<file path="src/rtl/hex_scan_pkg.sv">
// Shared types and helpers for the multiplexed hex display scanner.
package hex_scan_pkg;

    localparam int unsigned NIBBLE_W = 4;

    // GUARD is the dark anti-ghosting cycle at the start of every slot.
    typedef enum logic {
        SlotGuard,
        SlotDrive
    } slot_state_e;

    // Width of a counter that must hold 0..n-1; never narrower than one bit.
    function automatic int unsigned idx_width(input int unsigned n);
        return (n > 1) ? $clog2(n) : 1;
    endfunction

endpackage

</file>
<file path="src/rtl/hex_digit_scanner_if.sv">
// Load handshake plus decoder-facing display outputs of the hex scanner.
interface hex_digit_scanner_if #(
    parameter int unsigned NUM_DIGITS = 4
);
    logic                                         load_valid;
    logic                                         load_ready;
    logic [hex_scan_pkg::NIBBLE_W*NUM_DIGITS-1:0] load_data;
    logic [hex_scan_pkg::NIBBLE_W-1:0]            nibble;
    logic [NUM_DIGITS-1:0]                        digit_en_n;
    logic                                         blank;
    logic                                         frame_done;

    // Producer / display-consumer side.
    modport master (
        output load_valid,
        output load_data,
        input  load_ready,
        input  nibble,
        input  digit_en_n,
        input  blank,
        input  frame_done
    );

    // Scanner side.
    modport slave (
        input  load_valid,
        input  load_data,
        output load_ready,
        output nibble,
        output digit_en_n,
        output blank,
        output frame_done
    );
endinterface

</file>
<file path="src/rtl/scan_slot_timer.sv">
// Slot sequencer: per-slot counter, digit index and GUARD/DRIVE state.
module scan_slot_timer
    import hex_scan_pkg::*;
#(
    parameter int unsigned NUM_DIGITS  = 4,
    parameter int unsigned REFRESH_DIV = 1024,
    parameter int unsigned IdxW        = idx_width(NUM_DIGITS),
    parameter int unsigned CntW        = idx_width(REFRESH_DIV)
) (
    input  logic            clk,
    input  logic            rst_n,
    output logic [IdxW-1:0] idx_o,
    output slot_state_e     state_o,
    output logic            frame_done_o
);
    localparam logic [CntW-1:0] CntLast = CntW'(REFRESH_DIV - 1);
    localparam logic [IdxW-1:0] IdxLast = IdxW'(NUM_DIGITS - 1);

    logic [CntW-1:0] cnt_q, cnt_d;
    logic [IdxW-1:0] idx_q, idx_d;
    slot_state_e     state_q, state_d;

    // Next-state: GUARD lasts one cycle, DRIVE runs to the end of the slot.
    always_comb begin
        cnt_d   = cnt_q + 1'b1;
        idx_d   = idx_q;
        state_d = state_q;
        unique case (state_q)
            SlotGuard: state_d = SlotDrive;
            SlotDrive: begin
                if (cnt_q == CntLast) begin
                    state_d = SlotGuard;
                    cnt_d   = '0;
                    idx_d   = (idx_q == IdxLast) ? '0 : idx_q + 1'b1;
                end
            end
            default: state_d = SlotGuard;
        endcase
    end

    // State register; reset restarts the scan at digit 0 GUARD.
    always_ff @(posedge clk or negedge rst_n) begin
        if (!rst_n) begin
            cnt_q   <= '0;
            idx_q   <= '0;
            state_q <= SlotGuard;
        end else begin
            cnt_q   <= cnt_d;
            idx_q   <= idx_d;
            state_q <= state_d;
        end
    end

    // Last cycle of the frame; REFRESH_DIV>=2 means it is always a DRIVE cycle.
    always_comb begin
        idx_o        = idx_q;
        state_o      = state_q;
        frame_done_o = (state_q == SlotDrive) && (cnt_q == CntLast) && (idx_q == IdxLast);
    end

endmodule

</file>
<file path="src/rtl/hex_digit_scanner.sv">
// Multiplexed hex display driver: load handshake, frame-aligned commit,
// leading-zero blanking and active-low digit enable decode.
module hex_digit_scanner
    import hex_scan_pkg::*;
#(
    parameter int unsigned NUM_DIGITS    = 4,
    parameter int unsigned REFRESH_DIV   = 1024,
    parameter int unsigned BLANK_LEADING = 1
) (
    input  logic                clk,
    input  logic                rst_n,
    hex_digit_scanner_if.slave  bus
);
    localparam int unsigned IdxW  = idx_width(NUM_DIGITS);
    localparam int unsigned CntW  = idx_width(REFRESH_DIV);
    localparam int unsigned DataW = NIBBLE_W * NUM_DIGITS;

    logic [DataW-1:0]      display_q, display_d;
    logic [DataW-1:0]      pending_q, pending_d;
    logic                  pending_valid_q, pending_valid_d;
    logic [IdxW-1:0]       idx;
    slot_state_e           state;
    logic                  frame_done;
    logic [NUM_DIGITS-1:0] suppress;
    logic                  zero_run;
    logic                  drive;

    scan_slot_timer #(
        .NUM_DIGITS  (NUM_DIGITS),
        .REFRESH_DIV (REFRESH_DIV),
        .IdxW        (IdxW),
        .CntW        (CntW)
    ) u_timer (
        .clk          (clk),
        .rst_n        (rst_n),
        .idx_o        (idx),
        .state_o      (state),
        .frame_done_o (frame_done)
    );

    // Handshake into pending; pending moves to display only at a frame boundary.
    // A load on the boundary cycle needs pending empty, so it waits a full frame.
    always_comb begin
        display_d       = display_q;
        pending_d       = pending_q;
        pending_valid_d = pending_valid_q;
        if (frame_done && pending_valid_q) begin
            display_d       = pending_q;
            pending_valid_d = 1'b0;
        end
        if (bus.load_valid && !pending_valid_q) begin
            pending_d       = bus.load_data;
            pending_valid_d = 1'b1;
        end
    end

    // Pending and display registers.
    always_ff @(posedge clk or negedge rst_n) begin
        if (!rst_n) begin
            display_q       <= '0;
            pending_q       <= '0;
            pending_valid_q <= 1'b0;
        end else begin
            display_q       <= display_d;
            pending_q       <= pending_d;
            pending_valid_q <= pending_valid_d;
        end
    end

    // Digit i>0 is dark when it and every higher digit are zero.
    always_comb begin
        suppress = '0;
        zero_run = 1'b1;
        for (int i = NUM_DIGITS - 1; i >= 1; i--) begin
            zero_run    = zero_run && (display_q[i*NIBBLE_W +: NIBBLE_W] == '0);
            suppress[i] = (BLANK_LEADING != 0) && zero_run;
        end
    end

    // Output decode from registered state only.
    always_comb begin
        drive          = (state == SlotDrive) && !suppress[idx];
        bus.nibble     = display_q[int'(idx)*NIBBLE_W +: NIBBLE_W];
        bus.digit_en_n = '1;
        if (drive) begin
            bus.digit_en_n[idx] = 1'b0;
        end
        bus.blank      = !drive;
        bus.frame_done = frame_done;
        bus.load_ready = !pending_valid_q;
    end

endmodule

</file>
<file path="src/flat_wrapper.sv">
// flat-port wrapper written by rule: the top's interface ports become plain ports
module hex_digit_scanner_flat import hex_scan_pkg::*;
#(
    parameter int unsigned NUM_DIGITS    = 4,
    parameter int unsigned REFRESH_DIV   = 1024,
    parameter int unsigned BLANK_LEADING = 1
)
  (clk, rst_n, bus_load_valid, bus_load_data, bus_load_ready, bus_nibble, bus_digit_en_n, bus_blank, bus_frame_done);
  hex_digit_scanner_if #(.NUM_DIGITS(NUM_DIGITS)) bus_i ();
  input  logic clk;
  input  logic rst_n;
  input wire logic [$bits(bus_i.load_valid)-1:0] bus_load_valid;
  input wire logic [$bits(bus_i.load_data)-1:0] bus_load_data;
  output wire logic [$bits(bus_i.load_ready)-1:0] bus_load_ready;
  output wire logic [$bits(bus_i.nibble)-1:0] bus_nibble;
  output wire logic [$bits(bus_i.digit_en_n)-1:0] bus_digit_en_n;
  output wire logic [$bits(bus_i.blank)-1:0] bus_blank;
  output wire logic [$bits(bus_i.frame_done)-1:0] bus_frame_done;
  assign bus_i.load_valid = bus_load_valid;
  assign bus_i.load_data = bus_load_data;
  assign bus_load_ready = bus_i.load_ready;
  assign bus_nibble = bus_i.nibble;
  assign bus_digit_en_n = bus_i.digit_en_n;
  assign bus_blank = bus_i.blank;
  assign bus_frame_done = bus_i.frame_done;
  hex_digit_scanner #(.NUM_DIGITS(NUM_DIGITS), .REFRESH_DIV(REFRESH_DIV), .BLANK_LEADING(BLANK_LEADING)) u_core (.clk(clk), .rst_n(rst_n), .bus(bus_i));
endmodule
</file>
<file path="config.mk">
export PLATFORM = sky130hd
export DESIGN_NAME = hex_digit_scanner_flat
export DESIGN_NICKNAME = d
export VERILOG_FILES = /design/src/rtl/hex_scan_pkg.sv /design/src/rtl/hex_digit_scanner_if.sv /design/src/rtl/scan_slot_timer.sv /design/src/rtl/hex_digit_scanner.sv /design/src/flat_wrapper.sv
export SDC_FILE = /design/constraint.sdc
export NUM_CORES = 1
export LEC_CHECK = 0
export ABC_AREA = 1
export CORE_ASPECT_RATIO = 1.1
export CORE_MARGIN = 3
export CORE_UTILIZATION = 58
export DETAILED_ROUTE_END_ITERATION = 10
export PLACE_DENSITY = 0.83
export SETUP_SLACK_MARGIN = 0.4
export SYNTH_ARGS = -nofsm -noshare
export SYNTH_HDL_FRONTEND = slang
export SYNTH_HIERARCHICAL = 1
export SYNTH_SLANG_ARGS = --single-unit
export TNS_END_PERCENT = 30
</file>
<file path="constraint.sdc">
create_clock -name clk -period 3.1 [get_ports clk]
set_clock_uncertainty 0.05 [all_clocks]
set_input_delay 0.62 -clock clk [delete_from_list [all_inputs] [get_ports clk]]
set_output_delay 0.62 -clock clk [all_outputs]
set_load 0.1 [all_outputs]
</file>
==> results of run 1 <==
==> cell families after synthesis <==
kind of cell	after synthesis	synth area share, %
fa+ha+maj	2	1.17
xor+xnor	6	2.45
mux	22	13.1
flops	46	53.7
buf+inv	21	4.43
simple gates	80	19.7
compound gates	21	5.48
==> power groups by stage <==
stage / sequential [W] / combinational (W) / clock (W)
finish: 0.000600 / 0.0000334 / 0.000377
CTS: 0.000600 / 0.0000345 / 0.000387
detailed placement: 0.000611 / 0.0000344 / 0
floorplan: 0.000612 / 0.000000354 / 0
global placement: 0.000611 / 0.0000332 / 0
global route: 0.000600 / 0.0000373 / 0.000414
==> placed cells by master (no fill, tap or decap), types with 5 or more instances in the layout <==
cell                              netlist  final
sky130_fd_sc_hd__a21oi_1                8      8
sky130_fd_sc_hd__buf_4                  0     10
sky130_fd_sc_hd__clkbuf_4               0      5
sky130_fd_sc_hd__clkdlybuf4s50_1        0     17
sky130_fd_sc_hd__dfrtp_1               46     46
sky130_fd_sc_hd__inv_1                 16     16
sky130_fd_sc_hd__mux2_2                13     13
sky130_fd_sc_hd__mux2_4                 9      9
sky130_fd_sc_hd__nand2_1               34     34
sky130_fd_sc_hd__nand3_1               11     11
sky130_fd_sc_hd__nor2_1                17     16
sky130_fd_sc_hd__nor2_2                 4      5
sky130_fd_sc_hd__o21ai_0                8      7
sky130_fd_sc_hd__xor2_1                 5      5
==> metal layers <==
| metal | part of all wire (%) | vias up |
|---|---|---|
| li1 | - | 711 |
| met1 | 40 | 732 |
| met2 | 53 | 54 |
| met3 | 6.0 | 11 |
| met4 | 1.7 | 0 |
| met5 | 0 | - |
==> layout make-up <==
type	instances	area, sq um
fill	245	915
clock buffer	5	37.5
tap	48	60.1
timing repair buffer	29	265
inverter	17	63.8
sequential	46	1150
clock inverter	3	47.5
multi-input combinational	131	901
==> registers in the layout, indices dropped and copies added (netlist names) <==
| register | cells |
|---|---|
| u_core/display_q | 16 |
| u_core/pending_q | 16 |
| u_core/pending_valid_q | 1 |
| u_core/u_timer/cnt_q | 10 |
| u_core/u_timer/idx_o | 2 |
| u_core/u_timer/state_o | 1 |
==> per-stage QoR <==
stage | hold slack [ns] | area (sq um) | setup slack, ns | total power (W) | util, %
global placement | 0.413 | 2430 | 0.984 | 0.000645 | 70.7
CTS | 0.371 | 2520 | 0.486 | 0.00102 | 73.2
floorplan | 0.274 | 2150 | 0.518 | 0.000612 | -
global route | 0.401 | 2530 | 0.403 | 0.00105 | 73.4
finish | 0.342 | 2530 | 0.552 | 0.00101 | 73.4
detailed placement | 0.433 | 2430 | 0.918 | 0.000646 | 70.7
==> synthesized netlist by cell type (all sizes together) <==
library cell  number
nand4              1
clkbuf             1
ha                 2
nor2              25
a22oi              4
o21ai              8
nand3             11
buf                3
mux2              22
xor2               5
inv               17
a21oi              8
xnor2              1
nand3b             3
dfrtp             46
a21boi             1
nand2             40
==> how the worst max path moves through the flow <==
stage,slack [ns],endpoint,depth (start not counted),from
5_1_grt,0.40,bus_frame_done,6,u_core/u_timer/cnt_q[0]
3_3_place_gp,0.98,bus_frame_done,6,u_core/u_timer/cnt_q[0]
4_1_cts,0.49,bus_frame_done,6,u_core/u_timer/cnt_q[0]
3_5_place_dp,0.92,bus_frame_done,6,u_core/u_timer/cnt_q[0]
6_report,0.55,bus_frame_done,6,u_core/u_timer/cnt_q[0]
2_1_floorplan,0.52,bus_nibble[2],3,u_core/u_timer/idx_o[0]
==> results.py, run 1 <==
metrics = {
    "status": {
        "status": "completed",
    },
    "power_and_ir_drop": {
        "p_comb_share_pct": 3.3,
        "static-leakage-power_nw": 1.37,
        "vdd_ir_drop_max_mv": 0.321,
        "switchingPower_w": 0.000216,
        "power-per-cell-area_nw_per_um2": 400,
        "power.sequential.fraction_pct": 59.4,
        "p_sw_share_pct": 21.4,
        "clock_power_share_pct": 37.3,
        "internal_power_w": 0.000795,
    },
    "flow_run": {
        "max_cap_violations": 0,
    },
    "floorplan": {
        "design.die.area_sq_um": 4460,
        "i_o_pin_count": 30,
        "core_region_area_sq_um": 3440,
        "die_height_um": 69.8,
        "initial_core_util_pct": 62.3,
        "die-width_um": 64.0,
        "placementRows": 22,
    },
    "clock_network": {
        "cts.root.buffer_cell": "sky130_fd_sc_hd__clkbuf_4",
        "cts.hold.buffers_added": 0,
        "clock_tree_from_tritoncts": "done",
        "postCtsSetupRepairBufs": 0,
        "tritoncts_sink_count": 46,
        "worst_setup_hold_path_clk_slew_ns": 0.15,
        "tritoncts_buffer_count": 5,
        "clock_tree.buffer_depth": 2,
        "cts_resized": 0,
        "worstSkewPairLatency_ns": 0.37,
        "htree_levels": 2,
    },
    "global_routing": {
        "grt_first_pass_wirelength_um": 7270,
        "grt_total_ovfl": 0,
        "grt_start_max_net_pins": 47,
        "grt_pass1_vias": 1531,
        "gr-usage-met1_pct": 25.7,
        "grt_util_all_layers_pct": 21.0,
        "grt_use_met2_pct": 35.2,
        "gr-usage-met3_pct": 6.16,
        "grt_antenna_before_repair": 0,
        "global_route.peak_usage_layer": "met2",
    },
    "timing": {
        "final-max-slew-violation-count": 0,
        "max_slew_margin_pct": 34.4,
        "crit_path_time_final_ns": 2.55,
        "post-route-period-util_pct": 82.2,
        "endpoints_failing_hold": 0,
        "setup_violations": 0,
        "grt_setup_unrepaired": "no",
        "timing_worst_slew_pin_value_ns": 0.984,
        "clock.fmax_ghz": 0.392,
        "fin_tns_setup_ns": 0,
    },
    "routing": {
        "route.detailed.drc": 0,
        "wl_per_cell_um": 14.7,
        "remaining_antenna_violation_count_after_routing": 0,
        "finalWirelength_um": 4090,
        "initialDrtViolationCount": 89,
        "detail_route.vias_per_cell": 5.41,
        "firstDrtPassIters": 4,
        "num_vias": 1508,
    },
    "worst_setup_path": {
        "cp.arrival_ns": 1.88,
        "worst-endpoint-required_ns": 2.43,
        "cp_cell_instances": "ha_1 > nand2_2 > nor2_4 > nand4_4 > nor2_2 > buf_8",
        "critical_path.max_stage_delay_ns": 0.43,
        "cp-end-kind": "primary output",
        "crit_fanout": 7,
        "worst_path_max_delay_cell": "sky130_fd_sc_hd__dfrtp_1",
        "critPathTopFamily": "simple AND/OR/NAND/NOR gates",
        "worst-r2r-cell-count": 7,
        "reg2reg_from": "u_core/u_timer/cnt_q[0]",
        "reg2reg_to": "u_core/display_q[10]",
        "r2r_setup_slk_ns": 0.98,
        "cp.buffers_inverters": 1,
        "critical_path_class": "reg2out",
        "worstSetupStartpointType": "flop",
    },
    "cells_and_area": {
        "num_antenna_cells": 0,
        "area.growth.synth_to_final_pct": 17.8,
        "net_count_final": 251,
        "layoutNonFillerInstCount": 279,
        "post_route_cells_drive_above_1_share_pct": 25.5,
    },
    "logic_synthesis": {
        "syn_area_sq_um": 2140,
        "synth_seq_cells": 46,
        "synth_top_cell_by_area": "sky130_fd_sc_hd__dfrtp_1",
        "synth_area_leaders": "sky130_fd_sc_hd__dfrtp_1, sky130_fd_sc_hd__mux2_2, sky130_fd_sc_hd__mux2_4",
        "seq_area_frac_synth_pct": 53.7,
        "postSynthCellCount": 198,
        "synthesis.yosys.warnings": 6,
        "avgSynthCellArea_sq_um": 10.8,
        "yosysUniqueCellTypes": 25,
        "synthDominantCellAreaShare_pct": 53.7,
        "synth.net_count": 219,
    },
    "placed_design": {
        "dpl.cell_count": 271,
        "place_hpwl_um": 2940,
        "buffer_ports.inserted": 29,
        "gpl.final_weighted_congestion": 1.01,
    },
    "min_path": {
        "worstHoldPathType": "in2async",
    },
}
No activity file was read; power rests on OpenSTA's default activity.
==> inputs of run 2 (changes only) <==
--- a/config.mk
+++ b/config.mk
@@ -8,9 +8,9 @@
 export ABC_AREA = 1
 export CORE_ASPECT_RATIO = 1.1
 export CORE_MARGIN = 3
-export CORE_UTILIZATION = 58
+export CORE_UTILIZATION = 54
 export DETAILED_ROUTE_END_ITERATION = 10
-export PLACE_DENSITY = 0.83
+export PLACE_DENSITY = 0.78
 export SETUP_SLACK_MARGIN = 0.4
 export SYNTH_ARGS = -nofsm -noshare
 export SYNTH_HDL_FRONTEND = slang
==> constraint.sdc (replaced) <==
create_clock -name clk -period 2.47 [get_ports clk]
set_clock_uncertainty 0.05 [all_clocks]
set_input_delay 0.494 -clock clk [delete_from_list [all_inputs] [get_ports clk]]
set_output_delay 0.494 -clock clk [all_outputs]
set_load 0.1 [all_outputs]
==> results.py, run 2 (same netlist as run 1, synthesis figures left out) <==
metrics = {
    "floorplan": {
        "die_height_um": 72.1,
        "placementRows": 23,
        "design.die.area_sq_um": 4760,
        "i_o_pin_count": 30,
        "core_region_area_sq_um": 3740,
        "initial_core_util_pct": 57.3,
        "die-width_um": 66.1,
    },
    "worst_setup_path": {
        "cp.buffers_inverters": 1,
        "critical_path_class": "reg2out",
        "stages_on_worst_setup_path": 6,
        "worst-r2r-cell-count": 7,
        "worstSetupStartpointType": "flop",
        "worst-endpoint-required_ns": 1.93,
        "reg2reg_to": "u_core/display_q[11]",
        "worst_path_max_delay_cell": "sky130_fd_sc_hd__dfrtp_1",
        "cp.arrival_ns": 1.62,
        "critPathTopFamily": "simple AND/OR/NAND/NOR gates",
        "cp-end-kind": "primary output",
        "critical_path.max_stage_delay_ns": 0.43,
        "reg2reg_from": "u_core/u_timer/idx_o[0]",
        "crit_fanout": 5,
        "r2r_setup_slk_ns": 0.53,
        "cp_cell_instances": "nor2_1 > nand2_1 > a21oi_1 > nand2_4 > nand3_2 > buf_12",
    },
    "timing": {
        "post-route-period-util_pct": 87.5,
        "max_slew_margin_pct": 64.4,
        "setup_violations": 0,
        "endpoints_failing_hold": 0,
        "final-max-slew-violation-count": 0,
        "timing_worst_slew_pin_value_ns": 0.534,
        "grt_setup_unrepaired": "yes",
        "clock.fmax_ghz": 0.463,
        "crit_path_time_final_ns": 2.16,
        "layout_setup_ws_ns": 0.309,
        "fin_tns_setup_ns": 0,
        "fin_worst_hold_slack_ns": 0.120,
    },
    "placed_design": {
        "place_hpwl_um": 2910,
        "gpl.final_weighted_congestion": 0.822,
        "place_worst_setup_slack_ns": 0.524,
        "buffer_ports.inserted": 29,
    },
    "clock_network": {
        "worst_setup_hold_path_clk_slew_ns": 0.08,
        "cts.hold.buffers_added": 0,
        "worstSkewPairLatency_ns": 0.29,
        "clock_tree.buffer_depth": 2,
        "tritoncts_sink_count": 46,
        "htree_levels": 2,
        "clock_tree_from_tritoncts": "done",
        "tritoncts_buffer_count": 5,
        "cts.root.buffer_cell": "sky130_fd_sc_hd__clkbuf_8",
    },
    "cells_and_area": {
        "multi_input_gate_area_sq_um": 975,
        "area.growth.synth_to_final_pct": 34.1,
        "layout_commonest_cell": "sky130_fd_sc_hd__dfrtp_1",
        "fill_cells": 244,
        "num_antenna_cells": 0,
        "net_count_final": 262,
        "final_cell_mix": "sky130_fd_sc_hd__dfrtp_1, sky130_fd_sc_hd__nand2_1, sky130_fd_sc_hd__clkdlybuf4s50_1",
        "sequential_cell_area_sq_um": 1150,
        "post_route_cells_drive_above_1_share_pct": 36.0,
        "reg_top3": "u_core/display_q (16), u_core/pending_q (16), u_core/u_timer/cnt_q (10)",
    },
    "power_and_ir_drop": {
        "vdd_ir_drop_max_mv": 0.367,
        "static-leakage-power_nw": 1.51,
        "power-per-cell-area_nw_per_um2": 513,
    },
    "routing": {
        "remaining_antenna_violation_count_after_routing": 0,
        "finalWirelength_um": 4600,
        "initialDrtViolationCount": 98,
        "firstDrtPassIters": 5,
        "num_vias": 1546,
        "wl_per_cell_um": 15.7,
        "detail_route.vias_per_cell": 5.29,
        "route.detailed.drc": 0,
    },
    "global_routing": {
        "grt_first_pass_wirelength_um": 7110,
        "grt_util_all_layers_pct": 20.2,
        "grt_total_ovfl": 0,
        "grt_pass1_vias": 1487,
        "grt_antenna_before_repair": 0,
        "grt_start_max_net_pins": 25,
    },
    "status": {
        "status": "completed",
    },
    "min_path": {
        "worstHoldPathType": "in2async",
    },
    "flow_run": {
        "max_cap_violations": 0,
    },
}
==> run 2: changes by cell type in the layout (fill, tap and decap cells not counted), moves of 2 or more <==
| cell | delta |
|---|---|
| sky130_fd_sc_hd__buf_12 | +11 |
| sky130_fd_sc_hd__clkbuf_4 | -5 |
| sky130_fd_sc_hd__clkbuf_8 | +6 |
| sky130_fd_sc_hd__dfrtp_1 | -3 |
| sky130_fd_sc_hd__dfrtp_2 | +3 |
| sky130_fd_sc_hd__inv_1 | -2 |
| sky130_fd_sc_hd__inv_2 | +2 |
| sky130_fd_sc_hd__inv_6 | -2 |
| sky130_fd_sc_hd__nand2_1 | -2 |
| sky130_fd_sc_hd__nand2_4 | +2 |
| sky130_fd_sc_hd__nand3_1 | -4 |
| sky130_fd_sc_hd__nand3_2 | +4 |
| sky130_fd_sc_hd__nor2_1 | -3 |
| sky130_fd_sc_hd__nor2_4 | +2 |
==> run 2: repair_timing <==
item,4_1_cts,5_1_grt
buffers inserted,4,6
pin swaps,1,2
resized for setup,5,12
setup endpoints to repair,8,14
==> run 2: cell type report <==
class | instances | share of cell area [%]
sequential | 46 | 40.1
inverter | 17 | 2.22
tap | 50 | 2.17
clock inverter | 2 | 2.09
multi-input combinational | 131 | 33.9
clock buffer | 6 | 2.87
timing repair buffer | 40 | 16.6
==> run 2: worst max-delay path by stage <==
stage | startpoint | end | slack [ns]
after detailed placement | u_core/u_timer/cnt_q[0] | u_core/display_q[9] | 0.52
after CTS | u_core/u_timer/idx_o[0] | bus_digit_en_n[3] | 0.34
after global placement | u_core/u_timer/state_o | u_core/display_q[13] | 0.58
after floorplan | u_core/u_timer/cnt_q[0] | u_core/display_q[10] | 0.31
final | u_core/display_q[11] | bus_digit_en_n[3] | 0.31
after global routing | u_core/display_q[11] | bus_digit_en_n[2] | 0.24
==> run 2: power breakdown <==
group          internal [W]  switching (W)  leakage (nW)  total [W]
Sequential         0.000752              0         0.588   0.000752
Clock              0.000431       0.000247        0.0714   0.000678
Combinational     0.0000273      0.0000186         0.852  0.0000459
==> run 2: stage by stage <==
stage	std cells	instance area (sq um)	total power, W	utilization [%]
3_3_place_gp	274	2610	0.000814	69.7
6_report	292	2880	0.00148	76.9
2_1_floorplan	198	2170	0.000768	-
4_1_cts	286	2800	0.00149	74.7
3_5_place_dp	274	2610	0.000815	69.7
5_1_grt	292	2880	0.00152	76.9
==> run 2: per-layer routing <==
layer | share of wire (%) | track usage (%)
met5 | 0 | 0
met3 | 4.6 | 5.88
met1 | 39 | 24.5
met2 | 55 | 34.3
met4 | 1.4 | 6.77
==> inputs of run 3 (changes only) <==
--- a/config.mk
+++ b/config.mk
@@ -6,6 +6,7 @@
 export NUM_CORES = 1
 export LEC_CHECK = 0
 export ABC_AREA = 1
+export CAP_MARGIN = 25
 export CORE_ASPECT_RATIO = 1.1
 export CORE_MARGIN = 3
 export CORE_UTILIZATION = 54
==> constraint.sdc (replaced) <==
create_clock -name clk -period 2.47 [get_ports clk]
set_clock_uncertainty 0.05 [all_clocks]
set_input_delay 0.247 -clock clk [delete_from_list [all_inputs] [get_ports clk]]
set_output_delay 0.247 -clock clk [all_outputs]
set_load 0.1 [all_outputs]
==> results.py, run 3 (same netlist as run 1, synthesis figures left out) <==
metrics = {
    "floorplan": {
        "initial_core_util_pct": 57.3,
        "die-width_um": 66.1,
        "i_o_pin_count": 30,
        "placementRows": 23,
        "core_region_area_sq_um": 3740,
        "design.die.area_sq_um": 4760,
        "die_height_um": 72.1,
    },
    "cells_and_area": {
        "layout_commonest_cell": "sky130_fd_sc_hd__dfrtp_1",
        "net_count_final": 253,
        "sequential_cell_area_sq_um": 1150,
        "num_antenna_cells": 0,
        "post_route_cells_drive_above_1_share_pct": 27.0,
        "final_cell_mix": "sky130_fd_sc_hd__dfrtp_1, sky130_fd_sc_hd__nand2_1, sky130_fd_sc_hd__clkdlybuf4s50_1",
        "multi_input_gate_area_sq_um": 932,
        "area.growth.synth_to_final_pct": 24.3,
        "reg_top3": "u_core/display_q (16), u_core/pending_q (16), u_core/u_timer/cnt_q (10)",
        "fill_cells": 275,
    },
    "routing": {
        "remaining_antenna_violation_count_after_routing": 0,
        "initialDrtViolationCount": 75,
        "wl_per_cell_um": 13.8,
        "route.detailed.drc": 0,
        "finalWirelength_um": 3920,
        "firstDrtPassIters": 4,
        "detail_route.vias_per_cell": 5.14,
        "num_vias": 1454,
    },
    "power_and_ir_drop": {
        "internal_power_w": 0.00103,
        "switchingPower_w": 0.000269,
        "report.power.total_w": 0.00130,
        "p_sw_share_pct": 20.6,
        "static-leakage-power_nw": 1.43,
        "power.sequential.fraction_pct": 57.7,
        "power-per-cell-area_nw_per_um2": 489,
        "p_comb_share_pct": 3.5,
        "clock_power_share_pct": 38.8,
        "vdd_ir_drop_max_mv": 0.415,
    },
    "worst_setup_path": {
        "worst-endpoint-required_ns": 2.17,
        "critical_path.max_stage_delay_ns": 0.53,
        "crit_fanout": 11,
        "critPathTopFamily": "simple AND/OR/NAND/NOR gates",
        "worstSetupStartpointType": "flop",
        "cp.buffers_inverters": 2,
        "critical_path_class": "reg2out",
        "cp_cell_instances": "inv_1 > nor2_2 > nand4_4 > nor2_4 > buf_12",
        "worst_path_max_delay_cell": "sky130_fd_sc_hd__dfrtp_1",
        "cp-end-kind": "primary output",
        "cp.arrival_ns": 1.67,
    },
    "clock_network": {
        "tritoncts_sink_count": 46,
        "worst_setup_hold_path_clk_slew_ns": 0.09,
        "clock_tree.buffer_depth": 2,
        "tritoncts_buffer_count": 5,
        "worstSkewPairLatency_ns": 0.30,
        "clock_tree_from_tritoncts": "done",
        "cts.root.buffer_cell": "sky130_fd_sc_hd__clkbuf_8",
        "htree_levels": 2,
    },
    "timing": {
        "crit_path_time_final_ns": 1.96,
        "clock.fmax_ghz": 0.509,
        "final-max-slew-violation-count": 0,
        "timing_worst_slew_pin_value_ns": 0.542,
        "post-route-period-util_pct": 79.5,
        "max_slew_margin_pct": 63.9,
        "setup_violations": 0,
        "fin_tns_setup_ns": 0,
        "endpoints_failing_hold": 0,
        "grt_setup_unrepaired": "yes",
    },
    "global_routing": {
        "grt_pass1_vias": 1369,
        "grt_start_max_net_pins": 25,
        "grt_util_all_layers_pct": 18.8,
        "grt_antenna_before_repair": 0,
        "grt_total_ovfl": 0,
        "grt_first_pass_wirelength_um": 6630,
    },
    "min_path": {
        "worstHoldPathType": "in2async",
    },
    "status": {
        "status": "completed",
    },
    "placed_design": {
        "place_hpwl_um": 2840,
        "buffer_ports.inserted": 29,
        "gpl.final_weighted_congestion": 0.824,
    },
    "flow_run": {
        "max_cap_violations": 0,
    },
}
[run 3: cell type report]
cell class              instances  area share [%]
multi-input cells             131            35.0
inverters                      17            2.39
flip-flops and latches         46            43.2
clock inverters                 1           0.328
well taps                      50            2.35
repair buffers                 31            13.1
clock buffers                   7            3.61
[run 3: power by group through the flow]
stage	registers, W	logic [W]	clock network (W)
after floorplan	0.000768	0.000000444	0
after global placement	0.000767	0.0000442	0
after detailed placement	0.000767	0.0000454	0
after CTS	0.000752	0.0000468	0.000522
after global routing	0.000752	0.0000509	0.000565
final	0.000752	0.0000453	0.000506
[run 3: per-layer routing]
metal / vias up / share of wire, % / global-route usage (%)
met5: - / 0 / 0
met4: 0 / 0.59 / 6.09
met3: 2 / 4.8 / 6.19
met2: 32 / 49 / 28.6
met1: 701 / 45 / 25.6
li1: 719 / - / -
[run 3: metrics by stage]
stage                     hold WS [ns]  util [%]  std cells  cell area (sq um)  setup slack [ns]
after floorplan                -0.0986         -        198               2170             0.314
after global placement           0.204      68.0        274               2540             0.568
after detailed placement         0.209      68.0        274               2540             0.505
after CTS                        0.420      71.1        283               2660             0.489
after global routing             0.454      71.3        283               2670             0.373
final                            0.411      71.3        283               2670             0.506
[run 3: final timing paths]
path                                   startpoint                      end  slack [ns]  cells after the start
setup / recovery           u_core/u_timer/state_o           bus_frame_done        0.51                      5
hold / removal                              rst_n      u_core/pending_q[9]        0.41                      2
setup reg to reg           u_core/u_timer/state_o     u_core/display_q[14]        0.62                      6
hold reg to reg               u_core/display_q[0]      u_core/display_q[0]        0.45                      2
max in group asynchronous                   rst_n  u_core/u_timer/idx_o[0]        1.23                      3
min in group clk              u_core/display_q[0]      u_core/display_q[0]        0.45                      2
[run 3: timing repair]
| action | 4_1_cts | 5_1_grt |
|---|---|---|
| setup buffers | 0 | 0 |
| setup endpoints to repair | 0 | 17 |
| hold endpoints to repair | 22 | 0 |
| hold buffers | 1 | 0 |
| gates resized for setup | 0 | 2 |
